[src/rtl/uvmt_i2c_st_c2t_rx.sv]
// C2T lane receiver: decodes preamble/start/data/parity framing into bytes.
// Ports: c2t_clk/c2t_reset, c2tp/c2tn symbols, out_valid/out_data/out_ready
// byte FIFO, frame_err/parity_err/overflow pulses, busy (FSM not hunting).
// Optional macro UVMT_I2C_ST_C2T_RX_ERR_CNT_EN adds err_count[15:0].
module uvmt_i2c_st_c2t_rx #(
  parameter int PREAMBLE_LEN = 4,
  parameter int FIFO_DEPTH   = 4
) (
  input  logic       c2t_clk,
  input  logic       c2t_reset,
  input  logic       c2tp,
  input  logic       c2tn,
  output logic       out_valid,
  output logic [7:0] out_data,
  input  logic       out_ready,
  output logic       frame_err,
  output logic       parity_err,
  output logic       overflow,
  output logic       busy
`ifdef UVMT_I2C_ST_C2T_RX_ERR_CNT_EN
  ,
  output logic [15:0] err_count
`endif
);

  localparam int AW = (FIFO_DEPTH > 1) ? $clog2(FIFO_DEPTH) : 1;
  localparam logic [AW:0] FULL_CNT = (AW + 1)'(FIFO_DEPTH);

  typedef enum logic [1:0] {
    HUNT,
    DATA,
    PARITY
  } state_t;

  state_t      r_state;
  logic [3:0]  r_ones;
  logic [2:0]  r_bitcnt;
  logic [7:0]  r_shift;
  logic        r_frame_err;
  logic        r_parity_err;
  logic        r_overflow;

  logic [7:0]  r_mem [FIFO_DEPTH];
  logic [AW-1:0] r_wp;
  logic [AW-1:0] r_rp;
  logic [AW:0] r_cnt;

  logic w_idle;
  logic w_one;
  logic w_zero;
  logic w_ill;
  logic w_bit;
  logic w_par_ok;
  logic w_push_req;
  logic w_pop;
  logic w_full;
  logic w_wr;
  logic w_ovf;

  assign w_idle = ~c2tp & ~c2tn;
  assign w_one  =  c2tp & ~c2tn;
  assign w_zero = ~c2tp &  c2tn;
  assign w_ill  =  c2tp &  c2tn;
  assign w_bit  = w_one | w_zero;

  // Data bit value equals c2tp for ONE/ZERO symbols.
  assign w_par_ok   = ~(^{r_shift, c2tp});
  assign w_push_req = (r_state == PARITY) & w_bit & w_par_ok;

  assign out_valid = (r_cnt != '0);
  assign w_pop     = out_valid & out_ready;
  assign w_full    = (r_cnt == FULL_CNT);
  // A pop on the same edge frees the slot, so a full FIFO still accepts.
  assign w_wr      = w_push_req & (~w_full | w_pop);
  assign w_ovf     = w_push_req & w_full & ~w_pop;

  assign out_data   = r_mem[r_rp];
  assign frame_err  = r_frame_err;
  assign parity_err = r_parity_err;
  assign overflow   = r_overflow;
  assign busy       = (r_state != HUNT);

  always_ff @(posedge c2t_clk) begin
    if (c2t_reset) begin
      r_state      <= HUNT;
      r_ones       <= '0;
      r_bitcnt     <= '0;
      r_shift      <= '0;
      r_frame_err  <= 1'b0;
      r_parity_err <= 1'b0;
    end else begin
      r_frame_err  <= 1'b0;
      r_parity_err <= 1'b0;
      unique case (r_state)
        HUNT: begin
          unique case (1'b1)
            w_ill: begin
              r_frame_err <= 1'b1;
              r_ones      <= '0;
            end
            w_one: begin
              if (r_ones != 4'hF)
                r_ones <= r_ones + 4'd1;
            end
            w_zero: begin
              r_ones <= '0;
              if (int'(r_ones) >= PREAMBLE_LEN) begin
                r_state  <= DATA;
                r_bitcnt <= '0;
              end
            end
            default: r_ones <= '0;
          endcase
        end
        DATA: begin
          if (w_bit) begin
            r_shift  <= {r_shift[6:0], c2tp};
            r_bitcnt <= r_bitcnt + 3'd1;
            if (r_bitcnt == 3'd7)
              r_state <= PARITY;
          end else begin
            r_frame_err <= 1'b1;
            r_state     <= HUNT;
          end
        end
        PARITY: begin
          r_state <= HUNT;
          r_ones  <= '0;
          if (!w_bit)
            r_frame_err <= 1'b1;
          else if (!w_par_ok)
            r_parity_err <= 1'b1;
        end
        default: r_state <= HUNT;
      endcase
    end
  end

  always_ff @(posedge c2t_clk) begin
    if (c2t_reset) begin
      r_wp       <= '0;
      r_rp       <= '0;
      r_cnt      <= '0;
      r_overflow <= 1'b0;
      for (int i = 0; i < FIFO_DEPTH; i++)
        r_mem[i] <= '0;
    end else begin
      r_overflow <= w_ovf;
      if (w_wr) begin
        r_mem[r_wp] <= r_shift;
        r_wp        <= r_wp + 1'b1;
      end
      if (w_pop)
        r_rp <= r_rp + 1'b1;
      unique case ({w_wr, w_pop})
        2'b10:   r_cnt <= r_cnt + 1'b1;
        2'b01:   r_cnt <= r_cnt - 1'b1;
        default: r_cnt <= r_cnt;
      endcase
    end
  end

`ifdef UVMT_I2C_ST_C2T_RX_ERR_CNT_EN
  // Counts each registered pulse, so it moves one cycle after the pulse.
  logic [15:0] r_err_count;
  assign err_count = r_err_count;

  always_ff @(posedge c2t_clk) begin
    if (c2t_reset)
      r_err_count <= '0;
    else if ((r_frame_err | r_parity_err | r_overflow) &&
             (r_err_count != 16'hFFFF))
      r_err_count <= r_err_count + 16'd1;
  end
`endif

endmodule

[config.mk]
export PLATFORM = sky130hd
export DESIGN_NAME = uvmt_i2c_st_c2t_rx
export DESIGN_NICKNAME = d
export VERILOG_FILES = /design/src/rtl/uvmt_i2c_st_c2t_rx.sv
export SDC_FILE = /design/constraint.sdc
export NUM_CORES = 1
export LEC_CHECK = 0
export CORE_MARGIN = 2
export CORE_UTILIZATION = 55
export CTS_CLUSTER_DIAMETER = 30
export CTS_CLUSTER_SIZE = 40
export DETAILED_ROUTE_END_ITERATION = 8
export GPL_ROUTABILITY_DRIVEN = 1
export PLACE_DENSITY = 0.75
export SKIP_LAST_GASP = 1
export SYNTH_ARGS = -nofsm -noshare
export SYNTH_HDL_FRONTEND = slang
export SYNTH_SLANG_ARGS = --single-unit
[constraint.sdc]
create_clock -name c2t_clk -period 4.1 [get_ports c2t_clk]
set_input_delay 0.82 -clock c2t_clk [delete_from_list [all_inputs] [get_ports c2t_clk]]
set_output_delay 0.82 -clock c2t_clk [all_outputs]
set_load 0.02 [all_outputs]
==> flow_metrics.tcl, run 1 <==
set metrics [dict create \
    outcome "finished, final reports clean" \
    min_period_ns 3.35 \
    gp_congestion 0.747 \
    max_freq_ghz 0.299 \
    io_pins 18 \
    rows 26 \
    area_delta_synth_final_pct 14.6 \
    worstSetupPathType "in -> reg" \
    synth_area_leader_cell "edfxtp_1" \
    die_area_sq_mm 0.00595 \
    final.setup.tns_ns 0 \
    final_layout_size_suffix_gt1_share_pct 14.2 \
    cp_max_fo 7 \
    whs_ns 0.459 \
    period_share_pct 81.7 \
    num_antenna_cells 0 \
    cts_tree "built" \
    fin_util_pct 65.6 \
    crit_required_ns 4.32 \
    die_y_um 77.1 \
    clock_path_buffers 2 \
    clock_latency_ns 0.33 \
    synth_top_cell_area_share_pct 32.7 \
    die_x_um 77.1 \
    antenna_found_initial 0 \
    cts_buffers 9 \
    reg2reg_depth 8 \
    grt_use_total_pct 18.5 \
    grt_pass1_vias 1757 \
    final_max_slew_viol_count 0 \
    pre_cts_ws_ns 0.372 \
    crit_end "r_cnt[2]" \
    cap_violations 0 \
    final_common_cell "and2_1" \
    cts_sinks 61 \
    r2r-end "r_cnt[2]" \
    crit_start "c2tp" \
    synthesis.nets 265 \
    drt-wirelength-per-cell_um 14.4 \
    syn_area_per_cell_sq_um 11.8 \
    coreArea_sq_mm 0.00514 \
    totalWireLength_um 4980 \
    drt-vias-per-instance 5.32 \
    powerDensity_mw_per_mm2 454 \
    initial_utilization_pct 57.2 \
    setup_viol 0 \
    synth_cells 249 \
    htree_levels 3 \
    grt_start_max_net_pins 37 \
    slew_headroom_pct 56.6 \
    post-cts-setup-buffers 0 \
    power_mw 1.53 \
    rsz0062_at_grt "false" \
    tightestPinTransition_ns 0.648 \
    grt_pass1_wl_um 8400 \
    clkTransAtPathRegs_ns 0.06 \
    cts_root_buf "clkbuf_8" \
    clock-skew-final_ns 0.00525 \
    place.detailed.hpwl_um 3480 \
    fin_ws_ns 0.751 \
    vias 1836 \
    ir_worst_vdd_mv 0.244 \
    globalRouteOverflowTotal 0 \
    fin_area_sq_mm 0.00337 \
    dp.cells 329 \
    hp-class "reg -> reg" \
    instances_no_fill 345 \
    ys_seq_elements 61 \
    r2r_start "r_shift[2]" \
    final_cell_mix "33 x and2_1, 32 x edfxtp_1, 29 x dfxtp_1" \
    nets 286 \
    netlist_area_sq_mm 0.00294 \
    yosys-top-cells-area "edfxtp_1 33%, dfxtp_1 20%, and2_1 7.0%" \
    arrival_ns 3.57 \
    drt_iter0_markers 86 \
    first_pass_iters 4 \
    fillers 436 \
    route.detailed.drc 0 \
    cts_hold_buffers 0 \
    r2r_slack_ns 1.37 \
    cp-start-kind "input port" \
    ys_types 43 \
    yosysWarnings 0 \
    port-buffer-count 17 \
    cp-end-kind "register" \
    leakagePower_nw 1.21 \
    hold_violations 0 \
    cts_repair_resize_count 0 \
    final_antenna_net_count 0 \
    yosysSeqAreaShare_pct 52.4 \
    placed_cell_area_sq_mm 0.00318 \
]
[Yosys cell counts]
cell	count
o21ai_0	4
xnor3_2	1
or2_2	3
nand3_1	1
a211oi_1	2
xnor3_1	1
mux4_2	8
o21ba_2	1
mux2_4	1
dfxtp_1	29
fa_1	1
nand4b_1	1
buf_1	1
edfxtp_1	32
or4b_2	1
nor2_1	16
nor2b_1	4
nor4_4	2
nand4_1	3
a31o_2	1
a21boi_0	1
nand2_1	24
ha_1	10
nand3b_1	1
or2_1	1
nor3_2	1
xnor2_1	4
xor2_1	2
a21oi_1	17
clkbuf_1	8
a22oi_1	2
nand2b_1	5
nor3_1	4
nor3b_1	3
or3_1	2
mux2_2	3
mux2i_1	3
nor4b_4	2
and3_1	1
and3b_1	1
xor2_2	1
inv_1	7
and2_1	33
[cells by family after synthesis]
family / Yosys count / synth area share, %
AND/OR/NAND/NOR: 109 / 22.4
adder cells (fa/ha/maj): 11 / 4.94
multiplexers: 15 / 8.81
buffers and inverters: 16 / 2.04
XOR/XNOR: 9 / 3.91
flip-flops: 61 / 52.4
AO/OA/AOI/OAI: 28 / 5.49
[worst max-delay path, cell delays in order]
cell             delay [ns]
clkdlybuf4s50_1        0.59
inv_1                  0.07
ha_1                   0.33
nand2b_1               0.22
nor2b_1                0.07
mux2i_1                0.29
nand2_1                0.12
fa_1                   0.38
and3_1                 0.17
a22oi_1                0.14
mux2_2                 0.35
[worst min-delay path by stage]
stage	endpoint	slack [ns]	depth (start not counted)	start
floorplan	r_bitcnt[1]	0.44	2	r_bitcnt[1]
global placement	r_bitcnt[1]	0.44	2	r_bitcnt[1]
detailed placement	r_bitcnt[1]	0.45	2	r_bitcnt[1]
CTS	r_bitcnt[1]	0.46	2	r_bitcnt[1]
global route	r_bitcnt[2]	0.49	2	r_bitcnt[2]
finish	r_bitcnt[1]	0.46	2	r_bitcnt[1]
[area by class of cell]
| type | count | area (sq um) | area share (%) |
|---|---|---|---|
| Sequential cell | 61 | 1540 | 45.7 |
| Multi-Input combinational cell | 172 | 1340 | 39.7 |
| Clock buffer | 16 | 191 | 5.68 |
| Tap cell | 70 | 87.6 | 2.60 |
| Timing Repair Buffer | 19 | 185 | 5.49 |
| Inverter | 7 | 26.3 | 0.780 |
[per-layer routing]
| metal | track usage [%] | vias to the layer above | share of wire [%] |
|---|---|---|---|
| met3 | 4.35 | 13 | 4.2 |
| met4 | 8.57 | 0 | 1.7 |
| met1 | 23.4 | 869 | 45 |
| met5 | 0 | - | 0 |
| met2 | 30.4 | 34 | 49 |
| li1 | - | 920 | - |
[where the power goes]
part	total, mW	leakage, nW	switching (mW)	internal, mW
logic	0.302	0.573	0.140	0.162
registers	0.725	0.539	0.0456	0.679
clock network	0.503	0.0961	0.213	0.291
[registers in the layout (all words and copies together), names as in the netlist, 2 cells and up, named ones only]
| register | flops |
|---|---|
| r_rp | 2 |
| r_bitcnt | 3 |
| r_shift | 8 |
| r_wp | 2 |
| r_mem | 32 |
| r_state | 2 |
| r_ones | 4 |
| r_cnt | 3 |
Power figures use the tool's default switching activity.
==> run 2, diff against run 1 <==
==> constraint.sdc (replaced) <==
create_clock -name c2t_clk -period 3.5 [get_ports c2t_clk]
set_input_delay 0.7 -clock c2t_clk [delete_from_list [all_inputs] [get_ports c2t_clk]]
set_output_delay 0.7 -clock c2t_clk [all_outputs]
set_load 0.02 [all_outputs]
==> run 2 against run 1 <==
  * Non-clock buffer count grew 6
  * Sequential power grew 17%
  * Critical path depth is the same
  * Critical path type unchanged
  * Largest cell class unchanged
  * Highest routed layer unchanged
==> flow_metrics.tcl, run 2 (synthesis results as in run 1) <==
set metrics [dict create \
    final.setup.tns_ns 0 \
    max_freq_ghz 0.331 \
    dp.cells 335 \
    netSwitchingPower_mw 0.487 \
    cp-end-kind "register" \
    p_sw_share_pct 27.0 \
    port-buffer-count 17 \
    drt-met1-wl_um 2370 \
    worst_path_max_delay_cell "clkdlybuf4s50_1" \
    cpPeakStageDelay_ns 0.47 \
    setup_viol 0 \
    cp_max_fo 7 \
    rsz0062_at_grt "false" \
    die_area_sq_mm 0.00595 \
    largest_register_ffs 32 \
    area_delta_synth_final_pct 15.9 \
    final_layout_size_suffix_gt1_share_pct 16.4 \
    arrival_ns 3.25 \
    grt_pass1_wl_um 9220 \
    clkTransAtPathRegs_ns 0.06 \
    path_delay_family "adder cells" \
    internal_power_mw 1.31 \
    first_pass_iters 4 \
    final_common_cell "and2_1" \
    coreArea_sq_mm 0.00514 \
    clock_latency_ns 0.34 \
    crit_required_ns 3.73 \
    ir_worst_vdd_mv 0.364 \
    share_comb_of_total_power_pct 20.3 \
    hold_violations 0 \
    totalWireLength_um 5330 \
    nets 292 \
    regMostFlops "r_mem" \
    fin_ws_ns 0.475 \
    slew_headroom_pct 61.5 \
    die_y_um 77.1 \
    htree_levels 3 \
    grt_pass1_vias 1926 \
    drt-wirelength-per-cell_um 15.2 \
    wl_met3_um 193 \
    top_regs "r_mem: 32 flops, r_shift: 8 flops, r_ones: 4 flops" \
    grt_use_total_pct 20.4 \
    final_cell_mix "33 x and2_1, 32 x edfxtp_1, 29 x dfxtp_1" \
    die_x_um 77.1 \
    initial_utilization_pct 57.2 \
    tightestPinTransition_ns 0.575 \
    place.detailed.hpwl_um 3710 \
    min_period_ns 3.02 \
    cp-start-kind "input port" \
    globalRouteOverflowTotal 0 \
    final_max_slew_viol_count 0 \
    hp-class "reg -> reg" \
    powerDensity_mw_per_mm2 529 \
    worstSetupPathType "in -> reg" \
    cap_violations 0 \
    period_share_pct 86.4 \
    rows 26 \
    outcome "finished, final reports clean" \
    cts_tree "built" \
    cts_repair_resize_count 0 \
    pre_cts_ws_ns 0.132 \
    route.detailed.drc 0 \
    path_buf_inv 2 \
    vias 1896 \
    gp_congestion 0.726 \
    cts_sinks 61 \
    clock_path_buffers 2 \
    drt_iter0_markers 126 \
    cts_root_buf "clkbuf_8" \
    instances_no_fill 351 \
    cts_hold_buffers 0 \
    p_clk_share_pct 32.7 \
    leakagePower_nw 1.23 \
    top_layer_used "met4" \
    drt-vias-per-instance 5.40 \
    wl_met2_um 2660 \
    fin_util_pct 66.3 \
    clock-skew-final_ns 0.00350 \
    fillers 419 \
    antenna_found_initial 0 \
    final_antenna_net_count 0 \
    power_frac_seq_pct 47.0 \
    num_antenna_cells 0 \
    io_pins 18 \
    post-cts-setup-buffers 0 \
    cts_buffers 9 \
    grt_start_max_net_pins 30 \
    crit_chain "clkdlybuf4s50_1 -> inv_1 -> ha_1 -> nand2b_1 -> nor2_1 -> mux2i_1 -> nand2_1 -> fa_1 -> and3_1 -> a22oi_1 -> mux2_2" \
]
==> run 2: stage by stage <==
stage | power [mW] | area [sq um] | hold WS (ns)
detailed placement | 1.23 | 3220 | 0.453
floorplan | 1.11 | 2940 | 0.436
finish | 1.80 | 3410 | 0.458
global route | 1.89 | 3410 | 0.483
CTS | 1.82 | 3410 | 0.462
global placement | 1.22 | 3220 | 0.445
==> run 2: cell type report <==
class                   instances  area [sq um]  share of cell area (%)
repair buffers                 25           230                    6.76
clock inverters                 5          51.3                    1.51
inverters                       7          26.3                   0.771
clock buffers                  11           131                    3.86
well taps                      70          87.6                    2.57
flip-flops and latches         61          1540                    45.2
multi-input cells             172          1340                    39.3
==> run 2: worst register-to-register path, cell delays in order, from the launching register on <==
cell and delay [ns]:
dfxtp_1 0.45, xor2_1 0.19, xnor3_2 0.51, mux2i_1 0.23, nand2_1 0.10, fa_1 0.40, and3_1 0.18, a22oi_1 0.14
mux2_2 0.35
==> run 2: final timing paths <==
path,slack (ns),start,cells after the start,end
max reg2reg,0.84,r_shift[2],8,r_cnt[2]
min reg2reg,0.46,r_bitcnt[1],2,r_bitcnt[1]
min,0.46,r_bitcnt[1],2,r_bitcnt[1]
max,0.48,c2tp,11,r_cnt[2]
==> run 2: layer usage <==
layer	global-route usage, %	up-vias
li1	-	935
met1	24.4	923
met2	34.7	29
met3	5.18	9
met4	9.11	0
met5	0	-
==> run 2: power by group through the flow <==
stage	clock network, mW	registers, mW	logic (mW)
2_1_floorplan	0	0.831	0.276
3_3_place_gp	0	0.861	0.361
3_5_place_dp	0	0.864	0.366
4_1_cts	0.598	0.849	0.369
6_report	0.589	0.847	0.366
5_1_grt	0.637	0.855	0.395
